--- config.mk ---
export PLATFORM = sky130hd
export DESIGN_NAME = wb_burst_split
export DESIGN_NICKNAME = d
export VERILOG_FILES = /design/src/rtl/wb_burst_split.sv
export SDC_FILE = /design/constraint.sdc
export NUM_CORES = 1
export LEC_CHECK = 0
export ABC_AREA = 1
export BUFFER_PORTS_ARGS = -buffer_cell sky130_fd_sc_hd__buf_2
export CELL_PAD_IN_SITES_DETAIL_PLACEMENT = 0
export CELL_PAD_IN_SITES_GLOBAL_PLACEMENT = 1
export CORE_AREA = 2 2 134 136
export DETAILED_ROUTE_END_ITERATION = 10
export DIE_AREA = 0 0 136 138
export PLACE_DENSITY = 0.87
export SLEW_MARGIN = 20
export SYNTH_ARGS = -nofsm -noshare
export SYNTH_HDL_FRONTEND = slang
export SYNTH_SLANG_ARGS = --single-unit
export TNS_END_PERCENT = 1
--- constraint.sdc ---
create_clock -name clk_i -period 2.2 [get_ports clk_i]
set_input_delay 0.11 -clock clk_i [delete_from_list [all_inputs] [get_ports clk_i]]
set_output_delay 0.11 -clock clk_i [all_outputs]
set_load 0.01 [all_outputs]
--- src/rtl/wb_burst_split.sv ---
// Wishbone burst splitter: turns an upstream burst into single-beat downstream accesses.
// Define WB_BURST_SPLIT_TIMEOUT_EN to compile in the downstream no-ack watchdog.
module wb_burst_split #(
  parameter int unsigned TIMEOUT_CYC = 255
) (
  input  logic        clk_i,
  input  logic        rst_n,
  input  logic [31:0] wbm_dat_i,
  input  logic [31:0] wbm_adr_i,
  input  logic [3:0]  wbm_sel_i,
  input  logic [9:0]  wbm_bl_i,
  input  logic        wbm_bry_i,
  input  logic        wbm_we_i,
  input  logic        wbm_cyc_i,
  input  logic        wbm_stb_i,
  output logic [31:0] wbm_dat_o,
  output logic        wbm_ack_o,
  output logic        wbm_lack_o,
  output logic        wbm_err_o,
  output logic [31:0] wbs_dat_o,
  output logic [31:0] wbs_adr_o,
  output logic [3:0]  wbs_sel_o,
  output logic        wbs_we_o,
  output logic        wbs_cyc_o,
  output logic        wbs_stb_o,
  input  logic [31:0] wbs_dat_i,
  input  logic        wbs_ack_i,
  input  logic        wbs_err_i
);

  typedef enum logic [1:0] {
    IDLE   = 2'd0,
    ACCESS = 2'd1,
    NEXT   = 2'd2,
    DONE   = 2'd3
  } state_t;

  state_t      state;
  state_t      state_nxt;
  logic        beat_req;
  logic        accept_first;
  logic        accept_next;
  logic        timeout;
  logic        ack_d;
  logic        lack_d;
  logic        err_d;
  logic        abort_q;
  logic        abort_nxt;
  logic [9:0]  cnt_q;
  logic [31:0] adr_q;
  logic [31:0] dat_q;
  logic [31:0] rdat_q;
  logic [3:0]  sel_q;
  logic        we_q;
  logic        ack_q;
  logic        lack_q;
  logic        err_q;

  assign beat_req = wbm_cyc_i & wbm_stb_i & wbm_bry_i;

`ifdef WB_BURST_SPLIT_TIMEOUT_EN
  logic [31:0] to_cnt_q;

  always_ff @(posedge clk_i or negedge rst_n) begin
    if (!rst_n) begin
      to_cnt_q <= 32'd0;
    end else if (accept_first || accept_next) begin
      to_cnt_q <= 32'd0;
    end else if (state == ACCESS) begin
      to_cnt_q <= to_cnt_q + 32'd1;
    end
  end

  assign timeout = (state == ACCESS) && !wbs_ack_i && !wbs_err_i &&
                   (to_cnt_q == TIMEOUT_CYC - 32'd1);
`else
  // TIMEOUT_CYC is referenced only so the parameter list is identical in both builds.
  assign timeout = (TIMEOUT_CYC == 32'd0) & 1'b0;
`endif

  always_ff @(posedge clk_i or negedge rst_n) begin
    if (!rst_n) begin
      state <= IDLE;
    end else begin
      state <= state_nxt;
    end
  end

  always_comb begin
    state_nxt    = state;
    accept_first = 1'b0;
    accept_next  = 1'b0;
    ack_d        = 1'b0;
    lack_d       = 1'b0;
    err_d        = 1'b0;
    case (state)
      IDLE: begin
        if (beat_req) begin
          accept_first = 1'b1;
          state_nxt    = ACCESS;
        end
      end
      ACCESS: begin
        // An access whose upstream cycle went away still finishes, but silently.
        if (wbs_ack_i || wbs_err_i || timeout) begin
          if (abort_q || !wbm_cyc_i) begin
            state_nxt = IDLE;
          end else if (wbs_err_i || timeout) begin
            err_d     = 1'b1;
            lack_d    = 1'b1;
            state_nxt = DONE;
          end else begin
            ack_d     = 1'b1;
            lack_d    = (cnt_q == 10'd1);
            state_nxt = (cnt_q == 10'd1) ? DONE : NEXT;
          end
        end
      end
      NEXT: begin
        if (!wbm_cyc_i) begin
          state_nxt = IDLE;
        end else if (beat_req) begin
          accept_next = 1'b1;
          state_nxt   = ACCESS;
        end
      end
      DONE: begin
        if (!wbm_stb_i || !wbm_cyc_i) begin
          state_nxt = IDLE;
        end
      end
      default: state_nxt = IDLE;
    endcase
  end

  assign abort_nxt = (state == ACCESS) && (state_nxt == ACCESS) && (abort_q || !wbm_cyc_i);

  always_ff @(posedge clk_i or negedge rst_n) begin
    if (!rst_n) begin
      ack_q   <= 1'b0;
      lack_q  <= 1'b0;
      err_q   <= 1'b0;
      abort_q <= 1'b0;
      cnt_q   <= 10'd0;
      adr_q   <= 32'd0;
      dat_q   <= 32'd0;
      rdat_q  <= 32'd0;
      sel_q   <= 4'd0;
      we_q    <= 1'b0;
    end else begin
      ack_q   <= ack_d;
      lack_q  <= lack_d;
      err_q   <= err_d;
      abort_q <= abort_nxt;
      if (accept_first) begin
        adr_q <= wbm_adr_i & 32'hFFFF_FFFC;
        sel_q <= wbm_sel_i;
        we_q  <= wbm_we_i;
        cnt_q <= (wbm_bl_i == 10'd0) ? 10'd1 : wbm_bl_i;
        dat_q <= wbm_dat_i;
      end
      // Word address advances modulo 2^30, so the byte address wraps to 0.
      if (accept_next) begin
        adr_q <= adr_q + 32'd4;
        dat_q <= wbm_dat_i;
      end
      if (ack_d) begin
        cnt_q  <= cnt_q - 10'd1;
        rdat_q <= wbs_dat_i;
      end
    end
  end

  assign wbm_dat_o  = rdat_q;
  assign wbm_ack_o  = ack_q;
  assign wbm_lack_o = lack_q;
  assign wbm_err_o  = err_q;
  assign wbs_dat_o  = dat_q;
  assign wbs_adr_o  = adr_q;
  assign wbs_sel_o  = sel_q;
  assign wbs_we_o   = we_q;
  assign wbs_stb_o  = (state == ACCESS);
  assign wbs_cyc_o  = (state == ACCESS) || (state == NEXT);

endmodule

### After elaboration in Yosys (flattened, before gate mapping)

Cells that the tools add are included.

* word-level logic and storage cells: 63
* bits in registers: 117
* output and inout port bits: 106
* bits of input ports: 118

* bitwise operators: 2
* reduce and logical (&&, ||, !) cells: 12
* mux-type cells: 31
* add/subtract/negate cells: 2
* eq/ne operators: 5

Operators by type and width (count)
* $mux 32: 4
* $add 32x3->32 const B: 1
* $mux 10: 3
* $mux 1: 18
* $eq 10x1->1 const B: 1
* $logic_not 10->1: 1
* $mux 2: 5
* $sub 10x1->10 const B: 1
* $pmux 2 s4: 1
* $eq 2x1->1 const B: 2
* $eq 2x2->1 const B: 2
* $logic_or 1x1->1: 4
* $reduce_bool 2->1: 2
* $and 1x1->1: 2
* $logic_and 1x1->1: 2
* $logic_not 1->1: 2
* $logic_not 2->1: 1

### Logic depth before layout (Yosys ltp)

Gate-level depths: netlist (run 1).

* depth in word-level cells: 9
* gate-level depth with buffers: 10
* gate-level depth less buffers: 10

### Least setup slack after synthesis (run 1)

Ideal clock, no wire load.

* kind: register to register
* from: register state[0]
* to: register adr_q[21], in the netlist wbs_adr_o[21]
* period minus slack after synthesis: 1.549 ns
* path slack: 0.651 ns
* arrival: 1.436 ns
* setup time: 0.113 ns
* path buffers: 1
* cell stages (with the launch flop): 11
* data required time: 2.087 ns
* cell sequence: dfrtp_1 > inv_1 > ha_1 > nand2_4 > inv_2 > buf_6 > or2_2 > nand2_1 > nand2_1 > nand2_1 > inv_1

* word-level cells in the longest chain between the ends: 3
* elaborated cells between the ends (all ways): 6
* classes of those cells: 1 x eq/ne; 3 x mux; 2 x reduce/logical

Ends and longest elaborated chain
* from (decl): line 38 `state_t state;`
* from (signal assigned): line 85 `state <= state_nxt;`
* $eq 2x2->1 / $logic_not 2->1 (equally long branches): line 96 `case (state)`
* $mux 1: line 96
* $mux 32 / $reduce_bool 2->1 (equally long branches)
* to (signal assigned): line 156 `adr_q <= wbm_adr_i & 32'hFFFF_FFFC;`
* to (signal assigned): line 164 `adr_q <= adr_q + 32'd4;`
* to (decl): line 50 `logic [31:0] adr_q;`

Parallel ways exist; a longest one is shown, timed or not.
A chain may end at the register's enable or synchronous reset.

### Final worst setup path (run 1)

* from: register state[0]
* to: register adr_q[23], in the netlist wbs_adr_o[23]

The elaborated chain is that of the path after synthesis.

==> impl_metrics.tcl, run 1 <==
set metrics [dict create \
    outcome "completed" \
    pin_count 224 \
    clkTransAtPathRegs_ns 0.06 \
    slowest_stage "dfrtp_1" \
    finalHoldViolations 0 \
    crit_path_end_kind "flop" \
    ir_worst_vdd_uv 615.8 \
    grt.total_usage 0.1957 \
    drt-initial-drc-count 283 \
    vias 6172 \
    antenna_found_initial 1 \
    drive_gt1_frac 0.2502 \
    grt.overflow.total 0 \
    synth-main-ff-cell "dfrtp_1" \
    yosys_register_bits 115 \
    dp_hpwl_mm 12.44 \
    worst_hold_slack_ns 0.01786 \
    dp_cells 1228 \
    cts_made_buffers 17 \
    cts-root-buf "clkbuf_16" \
    critPathMaxStageDelay_ns 0.41 \
    clock_sinks 115 \
    avgSynthCellArea_um2 7.459 \
    post-place-ws_ns 0.2599 \
    clockBufferDepth 2 \
    ys_seq_area_frac 0.4841 \
    start_util 0.3390 \
    setup_viol 0 \
    synth_cell_types 37 \
    drt-pass1-iter-count 5 \
    dieWidth_um 136 \
    skew_ns 0.01276 \
    synth_edf_count 0 \
    power_mw 10.40 \
    core.rowCount 49 \
    ys_warn_count 0 \
    path_cells "inv_1, ha_1, nand2_4, inv_2, nor2_2, buf_4, or2_1, a21oi_1, nor2_1" \
    hp-class "in2reg" \
    vias_per_cell 4.548 \
    start_kind "flop" \
    final_cell_mix "nand2_1 (379), buf_2 (218), dfrtp_1 (115)" \
    cts_setup_buffers 0 \
    p_leak_nw 4.639 \
    cts_tree "yes" \
    min_period_ns 1.949 \
    report.final.slew_viol_count 0 \
    required_ns 2.50 \
    nNetsFinal 1240 \
    post-route-period-util 0.8857 \
    cp_max_fo 18 \
    fillers 1727 \
    worst_skew_pair.late_latency_ns 0.42 \
    async_flop_share 1.000 \
    gp_congestion 0.8978 \
    rsz0062_at_grt "false" \
    syn_area_um2 5944 \
    grt_pass1_wl_mm 29.51 \
    grt_max_degree 66 \
    worst_slack_ns 0.2514 \
    drcViolationCount 0 \
    grt_pass1_vias 6026 \
    post_drt_wl_per_cell_um 13.24 \
    htreeDepth 4 \
    holdBufCountCts 96 \
    power_density_nw_per_um2 1189 \
    die_area_um2 18770 \
    final_common_cell "nand2_1" \
    drv_cap 0 \
    final_antenna_net_count 0 \
    stdcell_count 1357 \
    core_area_um2 17530 \
    area_growth_pct 47.11 \
    port_buffers 219 \
    arrival_ns 2.25 \
    setup-tns-final_ns 0 \
    syn_inst 797 \
    path_class "reg2reg" \
    cts_resized 0 \
    max_freq_mhz 513.2 \
    die_y_um 138 \
    routed_wl_mm 17.96 \
]
-- critical path: cells and delay by family (launching register included) --
| family | cells | cell delay, ns |
|---|---|---|
| AO/OA/AOI/OAI | 1 | 0.11 |
| AND/OR/NAND/NOR | 4 | 0.48 |
| flip-flops | 1 | 0.41 |
| buffers and inverters | 3 | 0.58 |
| adder cells (fa/ha/maj) | 1 | 0.26 |
-- per-stage QoR --
step,utilization,area (µm²)
after detailed placement,0.4121,7226
final,0.4987,8745
after floorplan,-,5948
after global placement,0.4121,7226
after global routing,0.4987,8745
after CTS,0.4986,8742
-- area by class of cell --
class / count / area [µm²] / share of cell area
clock buffers: 18 / 439.2 / 0.05022
diodes: 1 / 2.502 / 0.0002862
clock inverters: 14 / 116.4 / 0.01331
inverters: 66 / 250.2 / 0.02862
repair buffers: 325 / 2172 / 0.2484
multi-input cells: 589 / 2600 / 0.2973
flip-flops and latches: 115 / 2878 / 0.3291
well taps: 229 / 286.5 / 0.03277
-- synth_stat cells, types with 2 or more instances --
master    number  area [µm²]
a211oi_1       3       22.52
a21oi_1       14       70.07
a22oi_1        2       15.01
a32oi_1        2       17.52
buf_2         11       55.05
buf_4          3       22.52
buf_6         12       135.1
clkbuf_1       2       7.510
dfrtp_1      115        2878
ha_1           8       100.1
inv_1         61       229.0
inv_2          4       15.01
nand2_1      379        1423
nand2_4        2       22.52
nand3_1       41       205.2
nand3b_1       2       15.01
nand4_1        5       31.28
nor2_1        62       232.7
nor2_2         5       31.28
nor2_4         2       22.52
nor3_1         3       15.01
o211ai_1       8       60.06
o21ai_0       26       130.1
o221ai_1       2       17.52
o22ai_1        5       31.28
or2_2          4       25.02
xor2_1         4       35.03
-- cells by family (layout without fill, tap and decap cells) --
logic type                 count (synthesis)  after routing  synth area share
and+or+nand+nor                          510            510            0.3486
DFF                                      115            115            0.4841
buffers and inverters                     94            423           0.07914
AOI/OAI and AO/OA                         64             64           0.06335
adders and majority gates                  8              8           0.01684
xor gates and xnor gates                   5              5          0.007367
other                                      1              3         0.0006308
-- metal layers --
layer,track usage,routed length (µm)
met1,0.2535,8026
met2,0.3282,8830
met3,0.04144,878
met4,0.05702,226
met5,0,0
-- state kept, by name, indices dropped and copies added, names as in the netlist --
| signal | count |
|---|---|
| abort_q | 1 |
| cnt_q | 10 |
| state | 2 |
| wbm_ack_o | 1 |
| wbm_dat_o | 32 |
| wbm_err_o | 1 |
| wbm_lack_o | 1 |
| wbs_adr_o | 30 |
| wbs_dat_o | 32 |
| wbs_sel_o | 4 |
| wbs_we_o | 1 |
-- worst paths after layout --
path	startpoint	to	slack (ns)	cells past startpoint
worst max-delay path	state[0]	wbs_adr_o[23]	0.25	9
worst min-delay path	wbm_adr_i[22]	wbs_adr_o[22]	0.02	4
worst max register to register	state[0]	wbs_adr_o[23]	0.25	9
worst min register to register	wbs_dat_o[21]	wbs_dat_o[21]	0.47	2
max in group asynchronous	rst_n	wbm_dat_o[7]	1.32	3
min in group asynchronous	rst_n	wbm_dat_o[15]	0.17	2
-- where the power goes --
group	internal, mW	leakage, nW	total, mW	switching (mW)
Combinational	1.59	2.95	3.84	2.24
Clock	1.50	0.263	2.60	1.11
Sequential	3.13	1.42	3.96	0.829
Note: power is estimated with default switching activity, not from simulation.
==> run 2: changes to the inputs <==
==> constraint.sdc (replaced) <==
create_clock -name clk_i -period 2.2 [get_ports clk_i]
set_input_delay 0.22 -clock clk_i [delete_from_list [all_inputs] [get_ports clk_i]]
set_output_delay 0.22 -clock clk_i [all_outputs]
set_load 0.01 [all_outputs]
==> run 2 against run 1 <==
Via count fell by 2.7%; sequential share of layout area rose by 1.2 points; core utilization fell by 1.8 points; worst setup slack improved by 0.024 ns; largest power group unchanged; highest routed layer unchanged.
==> impl_metrics.tcl, run 2 (synthesis results as in run 1) <==
set metrics [dict create \
    path_class "reg2reg" \
    crit_path_end_kind "flop" \
    top_usage_layer "met2" \
    clockBufferDepth 2 \
    worst_skew_pair.late_latency_ns 0.42 \
    hp-class "in2reg" \
    post_drt_wl_per_cell_um 13.28 \
    cts_made_buffers 17 \
    reg2regPathDepth 9 \
    start_kind "flop" \
    vias 6007 \
    met3_usage 0.03850 \
    gp_congestion 0.9010 \
    power_density_nw_per_um2 1256 \
    core.rowCount 49 \
    dieWidth_um 136 \
    grtUsageMet2 0.3121 \
    drt-initial-drc-count 322 \
    max_freq_mhz 519.5 \
    report.final.slew_viol_count 0 \
    pin_count 224 \
    die_y_um 138 \
    final_common_cell "nand2_1" \
    setup-tns-final_ns 0 \
    die_area_um2 18770 \
    cts_tree "yes" \
    vias_per_cell 4.551 \
    p_leak_nw 4.521 \
    rsz0062_at_grt "false" \
    clkTransAtPathRegs_ns 0.06 \
    grt_max_degree 51 \
    htreeDepth 4 \
    post-route-period-util 0.8749 \
    grt_pass1_vias 5798 \
    drive_gt1_frac 0.2596 \
    area_growth_pct 41.86 \
    ir_worst_vdd_uv 549.6 \
    routed_wl_mm 17.53 \
    skew_ns 0.01524 \
    slowest_stage "dfrtp_1" \
    drcViolationCount 0 \
    use_met1 0.2539 \
    path_delay_family "buffers and inverters" \
    cts_setup_buffers 0 \
    drt-pass1-iter-count 7 \
    crit_cells 9 \
    holdPathStages 3 \
    cp_max_fo 18 \
    nNetsFinal 1203 \
    setup_viol 0 \
    crit_buf_inv 3 \
    core_area_um2 17530 \
    min_period_ns 1.925 \
    critPathMaxStageDelay_ns 0.42 \
    grt.overflow.total 0 \
    final_cell_mix "nand2_1 (379), buf_2 (218), dfrtp_1 (115)" \
    finalHoldViolations 0 \
    outcome "completed" \
    worst_hold_slack_ns 0.006949 \
    grt.total_usage 0.1919 \
    path_cells "inv_1, ha_1, nand2_4, inv_2, nor2_2, buf_4, or2_1, a21oi_1, nor2_1" \
    cts-root-buf "clkbuf_16" \
    port_buffers 219 \
    final_antenna_net_count 0 \
    clock_sinks 115 \
    required_ns 2.50 \
    antenna_found_initial 1 \
    arrival_ns 2.22 \
    grt_pass1_wl_mm 28.81 \
    dp_hpwl_mm 12.38 \
    drv_cap 0 \
    start_util 0.3390 \
]
## run 2: changes by cell type in the layout (fill, tap and decap cells not counted), sizes merged
| cell | change |
|---|---|
| buf | +1 |
| bufinv | +3 |
| clkinv | +5 |
| clkinvlp | -3 |
| dlygate4sd3 | -38 |
| inv | -5 |
## run 2: layer usage
| layer | part of all wire | routed length, µm |
|---|---|---|
| met3 | 0.049 | 863 |
| met4 | 0.018 | 323 |
| met1 | 0.45 | 7912 |
| met5 | 0 | 0 |
| met2 | 0.48 | 8432 |
## run 2: cell type report
cell class              count  area, µm²
repair buffers            288       1799
flip-flops and latches    115       2878
diodes                      1      2.502
inverters                  66      250.2
clock inverters            14      177.7
fillers                  1781       9101
clock buffers              18      439.2
multi-input cells         589       2600
well taps                 229      286.5
## run 2: report_power, final
| group | total [mW] | switching (mW) | internal (mW) | leakage [nW] |
|---|---|---|---|---|
| clock network | 2.88 | 1.06 | 1.83 | 0.301 |
| logic | 3.77 | 2.22 | 1.55 | 2.80 |
| registers | 3.94 | 0.811 | 3.13 | 1.42 |
## run 2: worst paths after layout
path	start	to	slack, ns
setup / recovery	state[0]	wbs_adr_o[23]	0.28
hold / removal	wbs_dat_i[7]	wbm_dat_o[7]	0.007
setup reg to reg	state[0]	wbs_adr_o[23]	0.28
hold reg to reg	wbs_dat_o[9]	wbs_dat_o[9]	0.46
max in group asynchronous	rst_n	wbs_dat_o[24]	1.28
min in group asynchronous	rst_n	wbm_dat_o[9]	0.23
## run 2: worst min-delay path, stage by stage
cell and delay, ns:
buf_2 0.08, nand2_1 0.04, nand2_1 0.05
## run 2: metrics by stage
stage	total power [mW]	setup slack [ns]	cell area, µm²	utilization	instances
global route	11.40	0.1030	8431	0.4808	1319
CTS	10.69	0.2701	8431	0.4808	1319
detailed placement	7.667	0.2850	7233	0.4125	1229
global placement	7.589	0.2879	7233	0.4125	1229
floorplan	6.032	0.6507	5948	-	798
finish	10.59	0.2751	8433	0.4809	1320
## run 2: what timing repair did
item	in CTS	in global routing
hold endpoints to repair	75	0
resized for setup	0	0
hold buffers	58	0
